<file path="src/rtl/control_unit_pkg.sv">
// Shared ISA definitions for the DRFA control unit: instruction fields, opcodes,
// FSM states, ALU-op and data-source encodings.
package control_unit_pkg;

    localparam int OPCODE_MSB = 15;
    localparam int OPCODE_LSB = 11;
    localparam int RX_MSB     = 10;
    localparam int RX_LSB     = 8;
    localparam int RY_MSB     = 7;
    localparam int RY_LSB     = 5;
    localparam int IMM_MSB    = 7;
    localparam int IMM_LSB    = 0;

    localparam logic [4:0] OP_NOP    = 5'b00000;
    localparam logic [4:0] OP_MOV    = 5'b00001;
    localparam logic [4:0] OP_LDI    = 5'b00010;
    localparam logic [4:0] OP_ADD    = 5'b00011;
    localparam logic [4:0] OP_SUB    = 5'b00100;
    localparam logic [4:0] OP_AND    = 5'b00101;
    localparam logic [4:0] OP_OR     = 5'b00110;
    localparam logic [4:0] OP_CMP    = 5'b00111;
    localparam logic [4:0] OP_JMP    = 5'b01000;
    localparam logic [4:0] OP_JZ     = 5'b01001;
    localparam logic [4:0] OP_JC     = 5'b01010;
    localparam logic [4:0] OP_MOVIND = 5'b01011;
    localparam logic [4:0] OP_HALT   = 5'b11111;

    localparam logic [1:0] ALU_ADD = 2'b00;
    localparam logic [1:0] ALU_SUB = 2'b01;
    localparam logic [1:0] ALU_AND = 2'b10;
    localparam logic [1:0] ALU_OR  = 2'b11;

    localparam logic [1:0] DATA_SRC_IMM = 2'b00;
    localparam logic [1:0] DATA_SRC_ALU = 2'b01;
    localparam logic [1:0] DATA_SRC_BUS = 2'b10;

    typedef enum logic [2:0] {
        ST_FETCH,
        ST_DECODE,
        ST_EXEC,
        ST_WB,
        ST_HALT
    } state_t;

    typedef enum logic [3:0] {
        CLS_NOP,
        CLS_MOV,
        CLS_MOVIND,
        CLS_LDI,
        CLS_ALU,
        CLS_CMP,
        CLS_JMP,
        CLS_JZ,
        CLS_JC,
        CLS_HALT,
        CLS_ILLEGAL
    } op_class_t;

    function automatic logic [4:0] opcode_of(input logic [15:0] ir);
        return ir[OPCODE_MSB:OPCODE_LSB];
    endfunction

endpackage

</file>
<file path="src/rtl/control_unit_instruction_decoder.sv">
// Combinational opcode decoder: classifies the opcode and derives write/flag/jump
// attributes plus ALU op and data source. MOVIND is legal only with CU_INDIRECT_EN.
module instruction_decoder
    import control_unit_pkg::*;
(
    input  logic [4:0] opcode,
    output op_class_t  op_class,
    output logic       legal,
    output logic       writes_rx,
    output logic       updates_flags,
    output logic       is_jump,
    output logic [1:0] alu_op,
    output logic [1:0] data_src
);

    always_comb begin
        op_class      = CLS_ILLEGAL;
        legal         = 1'b1;
        writes_rx     = 1'b0;
        updates_flags = 1'b0;
        is_jump       = 1'b0;
        alu_op        = ALU_ADD;
        data_src      = DATA_SRC_IMM;
        case (opcode)
            OP_NOP: op_class = CLS_NOP;
            OP_MOV: begin
                op_class  = CLS_MOV;
                writes_rx = 1'b1;
                data_src  = DATA_SRC_BUS;
            end
            OP_LDI: begin
                op_class  = CLS_LDI;
                writes_rx = 1'b1;
                data_src  = DATA_SRC_IMM;
            end
            OP_ADD, OP_SUB, OP_AND, OP_OR: begin
                op_class      = CLS_ALU;
                writes_rx     = 1'b1;
                updates_flags = 1'b1;
                data_src      = DATA_SRC_ALU;
                // ADD..OR are consecutive opcodes mapping onto ALU codes 00..11
                alu_op        = opcode[1:0] - 2'b11;
            end
            OP_CMP: begin
                op_class      = CLS_CMP;
                updates_flags = 1'b1;
                alu_op        = ALU_SUB;
            end
            OP_JMP: begin
                op_class = CLS_JMP;
                is_jump  = 1'b1;
            end
            OP_JZ: begin
                op_class = CLS_JZ;
                is_jump  = 1'b1;
            end
            OP_JC: begin
                op_class = CLS_JC;
                is_jump  = 1'b1;
            end
`ifdef CU_INDIRECT_EN
            OP_MOVIND: begin
                op_class  = CLS_MOVIND;
                writes_rx = 1'b1;
                data_src  = DATA_SRC_BUS;
            end
`endif
            OP_HALT: op_class = CLS_HALT;
            default: legal = 1'b0;
        endcase
    end

endmodule

</file>
<file path="src/rtl/control_unit.sv">
// DRFA instruction sequencer: FETCH/DECODE/EXEC/WB FSM, PC, IR and Z/C flags.
// Optional macro CU_INDIRECT_EN enables the MOVIND instruction.
module control_unit
    import control_unit_pkg::*;
(
    input  logic        clk,
    input  logic        rst,
    input  logic [15:0] in_instr,
    input  logic        in_alu_zero,
    input  logic        in_alu_carry,
    output logic [7:0]  out_pc,
    output logic        out_rb_write_en,
    output logic        out_rb_read_en,
    output logic [2:0]  out_rb_rx_selector,
    output logic [2:0]  out_rb_ry_selector,
    output logic        out_rb_indirect_mode_en,
    output logic [1:0]  out_alu_op,
    output logic [1:0]  out_data_src,
    output logic [7:0]  out_imm,
    output logic        out_zero_flag,
    output logic        out_carry_flag,
    output logic        out_halted,
    output logic        out_illegal
);

    state_t      state_reg, state_next;
    logic [7:0]  pc_reg, pc_next;
    logic [15:0] ir_reg, ir_next;
    logic        zero_reg, zero_next;
    logic        carry_reg, carry_next;
    logic        illegal_reg, illegal_next;

    logic [4:0]  opcode;
    op_class_t   dec_class;
    logic        dec_legal;
    logic        dec_writes_rx;
    logic        dec_updates_flags;
    logic        dec_is_jump;
    logic [1:0]  dec_alu_op;
    logic [1:0]  dec_data_src;
    logic        jump_taken;
    logic        reads_reg;

    assign opcode = opcode_of(ir_reg);

    instruction_decoder u_decoder (
        .opcode        (opcode),
        .op_class      (dec_class),
        .legal         (dec_legal),
        .writes_rx     (dec_writes_rx),
        .updates_flags (dec_updates_flags),
        .is_jump       (dec_is_jump),
        .alu_op        (dec_alu_op),
        .data_src      (dec_data_src)
    );

    always_comb begin
        jump_taken = 1'b0;
        if (dec_is_jump) begin
            case (dec_class)
                CLS_JMP: jump_taken = 1'b1;
                CLS_JZ:  jump_taken = zero_reg;
                CLS_JC:  jump_taken = carry_reg;
                default: jump_taken = 1'b0;
            endcase
        end
    end

    assign reads_reg = (dec_class == CLS_MOV) || (dec_class == CLS_MOVIND);

    always_ff @(posedge clk) begin
        if (rst) begin
            state_reg   <= ST_FETCH;
            pc_reg      <= 8'h00;
            ir_reg      <= 16'h0000;
            zero_reg    <= 1'b0;
            carry_reg   <= 1'b0;
            illegal_reg <= 1'b0;
        end else begin
            state_reg   <= state_next;
            pc_reg      <= pc_next;
            ir_reg      <= ir_next;
            zero_reg    <= zero_next;
            carry_reg   <= carry_next;
            illegal_reg <= illegal_next;
        end
    end

    always_comb begin
        state_next   = state_reg;
        pc_next      = pc_reg;
        ir_next      = ir_reg;
        zero_next    = zero_reg;
        carry_next   = carry_reg;
        illegal_next = illegal_reg;

        out_rb_write_en         = 1'b0;
        out_rb_read_en          = 1'b0;
        out_rb_rx_selector      = 3'd0;
        out_rb_ry_selector      = 3'd0;
        out_rb_indirect_mode_en = 1'b0;
        out_alu_op              = ALU_ADD;
        out_data_src            = DATA_SRC_IMM;

        case (state_reg)
            ST_FETCH: begin
                ir_next    = in_instr;
                pc_next    = pc_reg + 8'd1;
                state_next = ST_DECODE;
            end
            ST_DECODE: begin
                out_rb_rx_selector = ir_reg[RX_MSB:RX_LSB];
                out_rb_ry_selector = ir_reg[RY_MSB:RY_LSB];
                if (!dec_legal) begin
                    illegal_next = 1'b1;
                    state_next   = ST_HALT;
                end else if (dec_class == CLS_HALT) begin
                    state_next = ST_HALT;
                end else begin
                    state_next = ST_EXEC;
                end
            end
            ST_EXEC, ST_WB: begin
                out_rb_rx_selector = ir_reg[RX_MSB:RX_LSB];
                out_rb_ry_selector = ir_reg[RY_MSB:RY_LSB];
                out_rb_read_en     = reads_reg;
`ifdef CU_INDIRECT_EN
                out_rb_indirect_mode_en = (dec_class == CLS_MOVIND);
`endif
                out_alu_op = dec_alu_op;
                if (dec_writes_rx) begin
                    out_data_src = dec_data_src;
                end
                if (state_reg == ST_WB) begin
                    out_rb_write_en = 1'b1;
                    state_next      = ST_FETCH;
                end else begin
                    if (dec_updates_flags) begin
                        zero_next  = in_alu_zero;
                        // logical ops never produce a carry
                        carry_next = (dec_alu_op == ALU_AND || dec_alu_op == ALU_OR)
                                     ? 1'b0 : in_alu_carry;
                    end
                    if (jump_taken) begin
                        pc_next = ir_reg[IMM_MSB:IMM_LSB];
                    end
                    state_next = dec_writes_rx ? ST_WB : ST_FETCH;
                end
            end
            ST_HALT: state_next = ST_HALT;
            default: state_next = ST_FETCH;
        endcase
    end

    assign out_pc         = pc_reg;
    assign out_imm        = ir_reg[IMM_MSB:IMM_LSB];
    assign out_zero_flag  = zero_reg;
    assign out_carry_flag = carry_reg;
    assign out_halted     = (state_reg == ST_HALT);
    assign out_illegal    = illegal_reg;

endmodule

</file>
<file path="config.mk">
export PLATFORM = sky130hd
export DESIGN_NAME = control_unit
export DESIGN_NICKNAME = d
export VERILOG_FILES = /design/src/rtl/control_unit_pkg.sv /design/src/rtl/control_unit_instruction_decoder.sv /design/src/rtl/control_unit.sv
export SDC_FILE = /design/constraint.sdc
export NUM_CORES = 1
export LEC_CHECK = 0
export ABC_AREA = 1
export CAP_MARGIN = 10
export CORE_MARGIN = 10
export CORE_UTILIZATION = 42
export DETAILED_ROUTE_END_ITERATION = 16
export PLACE_DENSITY = 0.75
export SETUP_SLACK_MARGIN = 0.4
export SYNTH_ARGS = -nofsm -noshare
export SYNTH_HDL_FRONTEND = slang
export SYNTH_SLANG_ARGS = --single-unit
</file>
<file path="constraint.sdc">
create_clock -name clk -period 1.7 [get_ports clk]
set_input_delay 0.34 -clock clk [delete_from_list [all_inputs] [get_ports clk]]
set_output_delay 0.34 -clock clk [all_outputs]
set_load 0.01 [all_outputs]
</file>
==> summary.txt <==
Run status
  – Failing checks: negative setup slack
  – Outcome: complete, but fails checks

Worst hold path
  – Hold Path Depth: 2
  – Hold endpoint: ir_reg[9]$_SDFFE_PP0P_
  – Worst hold-check path type: flip-flop to flip-flop
  – Min-delay src: ir_reg[9]$_SDFFE_PP0P_

Floorplanning
  – Num rows: 23
  – Die X: 85.0 µm
  – Die height: 85.0 µm
  – Die ar.: 0.00722 mm²
  – Initial Utilization: 0.440
  – Core area: 0.00403 mm²
  – IO Pins: 53

Logic synthesis
  – Yosys reg bits: 30
  – Register area share after synthesis: 0.339
  – Syn_nets: 295
  – Cell taking the most area after synthesis: dfxtp_1
  – Yosys warns: 0
  – Synthesized area per cell: 6.57 µm²
  – Primary FF master, synth: dfxtp_1
  – Synth Instances: 270
  – Yosys top cell area share: 0.339
  – Top cells by area, synth: dfxtp_1 34%, nor2_1 12%, nand2_1 9.3%, inv_1 7.4%, o21ai_0 5.6%
  – Number of synthesized flops with an enable pin: 0
  – Unique masters post-synth: 29
  – Post-synth ARST share: 0
  – Post-Syn Area: 0.00177 mm²

Clock tree
  – Htree depth: 2
  – CTS Sinks: 30
  – CTS root buf: clkbuf_8
  – TritonCTS buffer count: 5
  – Clock Tree Buf Depth: 2
  – Clk_lat worst skew: 300 ps
  – Post-CTS Hold Buffers: 0
  – Clock-pin slew on the worst setup and hold paths: 70 ps
  – TritonCTS clock tree: built

Critical path
  – CP required: 1360 ps
  – Worst-path cell chain: inv_4, ha_4, inv_2, nand3_2, nand2_1, nand4_1, inv_1, nand4_1, nor4_2, buf_2
  – Worst Path Class, Setup: flip-flop to output port
  – R2r setup slk: -410 ps
  – Reg2Reg Depth: 14
  – Setup crit start kind: flip-flop
  – WP depth: 10
  – Slowest-stage cell, CP: dfxtp_4
  – Worst EP arrival: 1910 ps
  – Worst flop-to-flop path endpoint: out_pc[7]$_SDFFE_PP0P_
  – CP max stage delay: 400 ps
  – Crit end category: output port
  – Largest delay share family, worst path: simple AND/OR/NAND/NOR gates
  – Reg-to-Reg Start: ir_reg[11]$_SDFFE_PP0P_
  – Dominant cell type by count on the critical path: nand4_1
  – Crit path buffers/inverters: 4
  – CP max FO: 3

Power
  – Power, Total: 8.12 mW
  – Pleak: 1.56 nW
  – VDD IR max: 1.14 mV
  – Pwr Density: 2430 mW/mm²

Placed design
  – Port bufs: 51
  – DP Wirelength: 4160 µm
  – Placer Congestion: 0.871
  – Cell Area, Placed: 0.00266 mm²

STA
  – Worst-margin pin slew: 529 ps
  – Fmax: 0.444 GHz
  – Period utilization: 1.32
  – Final hold vios: 0
  – RSZ-0062 raised after global routing: yes
  – Max-slew violations: 0
  – Slew HR: 0.645
  – Final Critical Period: 2250 ps
  – # setup viols final: 14
  – Setup ws final: -550 ps
  – Worst clock skew: 12.4 ps

Routing
  – Number of routed nets with antenna violations: 0
  – Vias per cell: 5.47
  – Routed wire length: 7630 µm
  – Vias post-DR: 2308
  – Initial DRC Count: 136
  – Avg WL per Cell: 18.1 µm
  – Drt drc: 0
  – Pre-antenna DRT Iters: 5

Global route
  – Initial antenna violation count: 0
  – First-pass GRT wire length: 10500 µm
  – Largest net degree at the start of global routing: 25
  – All-Layer GR Usage: 0.176
  – Global route overflow: 0
  – Vias in the first global route: 2219

Final layout
  – Final Cell Area: 0.00334 mm²
  – Fillers: 243
  – Largest register FFs: 16
  – Leading cell type in the layout, fill and taps excluded: buf_4
  – Area grow syn2layout: 88.4%
  – Fin nets: 397
  – Most frequent cells in the layout: 34 x buf_4, 32 x nor2_1, 27 x nand2_1
  – Share of cells above drive strength 1: 0.522
  – N_diodes: 0

Flow run
  – Max Cap Viol: 0
## how the worst max path moves through the flow
stage / from / to / slack (ps)
after global placement: ir_reg[11]$_SDFFE_PP0P_ / out_rb_read_en / -450
final: ir_reg[12]$_SDFFE_PP0P_ / out_rb_read_en / -550
after detailed placement: ir_reg[11]$_SDFFE_PP0P_ / out_rb_read_en / -540
after global routing: ir_reg[11]$_SDFFE_PP0P_ / out_rb_read_en / -680
after floorplan: ir_reg[11]$_SDFFE_PP0P_ / out_pc[2]$_SDFFE_PP0P_ / -50
after CTS: ir_reg[12]$_SDFFE_PP0P_ / out_rb_read_en / -470
## per-stage QoR
step | util | cells | setup slack, ps | setup TNS, ps | hold WS (ps)
floorplan | - | 270 | -47.9 | -338 | 402
global placement | 0.659 | 391 | -452 | -4300 | 438
detailed placement | 0.659 | 391 | -544 | -4710 | 443
CTS | 0.758 | 412 | -468 | -3580 | 460
global route | 0.829 | 422 | -679 | -6090 | 486
finish | 0.829 | 422 | -550 | -4810 | 473
## area by class of cell
| type | instances | area, µm² | area share |
|---|---|---|---|
| multi-input combinational | 190 | 1360 | 0.406 |
| timing repair buffer | 109 | 1020 | 0.307 |
| clock buffer | 7 | 108 | 0.0322 |
| tap | 50 | 62.6 | 0.0187 |
| inverter | 35 | 151 | 0.0453 |
| sequential | 30 | 629 | 0.188 |
| timing repair inverter | 1 | 8.76 | 0.00262 |
## power by group
| group | internal, mW | leakage (nW) | total [mW] | switching [mW] |
|---|---|---|---|---|
| logic | 2.81 | 1.25 | 5.99 | 3.18 |
| clock network | 0.409 | 0.0555 | 0.705 | 0.296 |
| registers | 1.08 | 0.254 | 1.43 | 0.350 |
## synthesized netlist by cell type, types with 3 or more instances
cell      number
xor2_1         3
mux2i_1        4
buf_4          9
dfxtp_1       30
a21oi_1       19
clkbuf_1       5
nand2_1       44
nand3_1       15
inv_1         35
nand4_1        4
nor2_2         4
ha_1           5
nor2_1        55
nor3_1         4
o21ai_0       20
## kinds of logic after synthesis
kind of cell / after synthesis / share of synthesized area
simple gates: 132 / 0.320
buf+inv: 51 / 0.134
compound gates: 44 / 0.133
flops: 30 / 0.339
fa+ha+maj: 5 / 0.0353
mux: 4 / 0.0226
xor+xnor: 3 / 0.0148
other cells: 1 / 0.00212
## metal layers
layer | up-vias | GRT usage | wire length [µm]
met5 | - | 0 | 0
met2 | 121 | 0.300 | 3950
li1 | 1058 | - | -
met1 | 1101 | 0.191 | 2800
met3 | 28 | 0.0440 | 593
met4 | 0 | 0.108 | 288
## worst min-delay path: stages (launching register included)
cell and delay, ps:
dfxtp_1 300, inv_1 70, a21oi_1 60
## repair_timing
action | in CTS | in global routing
endpoints found under the setup margin | 55 | 55
cloned | 1 | 4
pin swaps | 14 | 11
gates resized for setup | 149 | 78
setup buffers | 13 | 6
(Power assumes the default switching activity.)
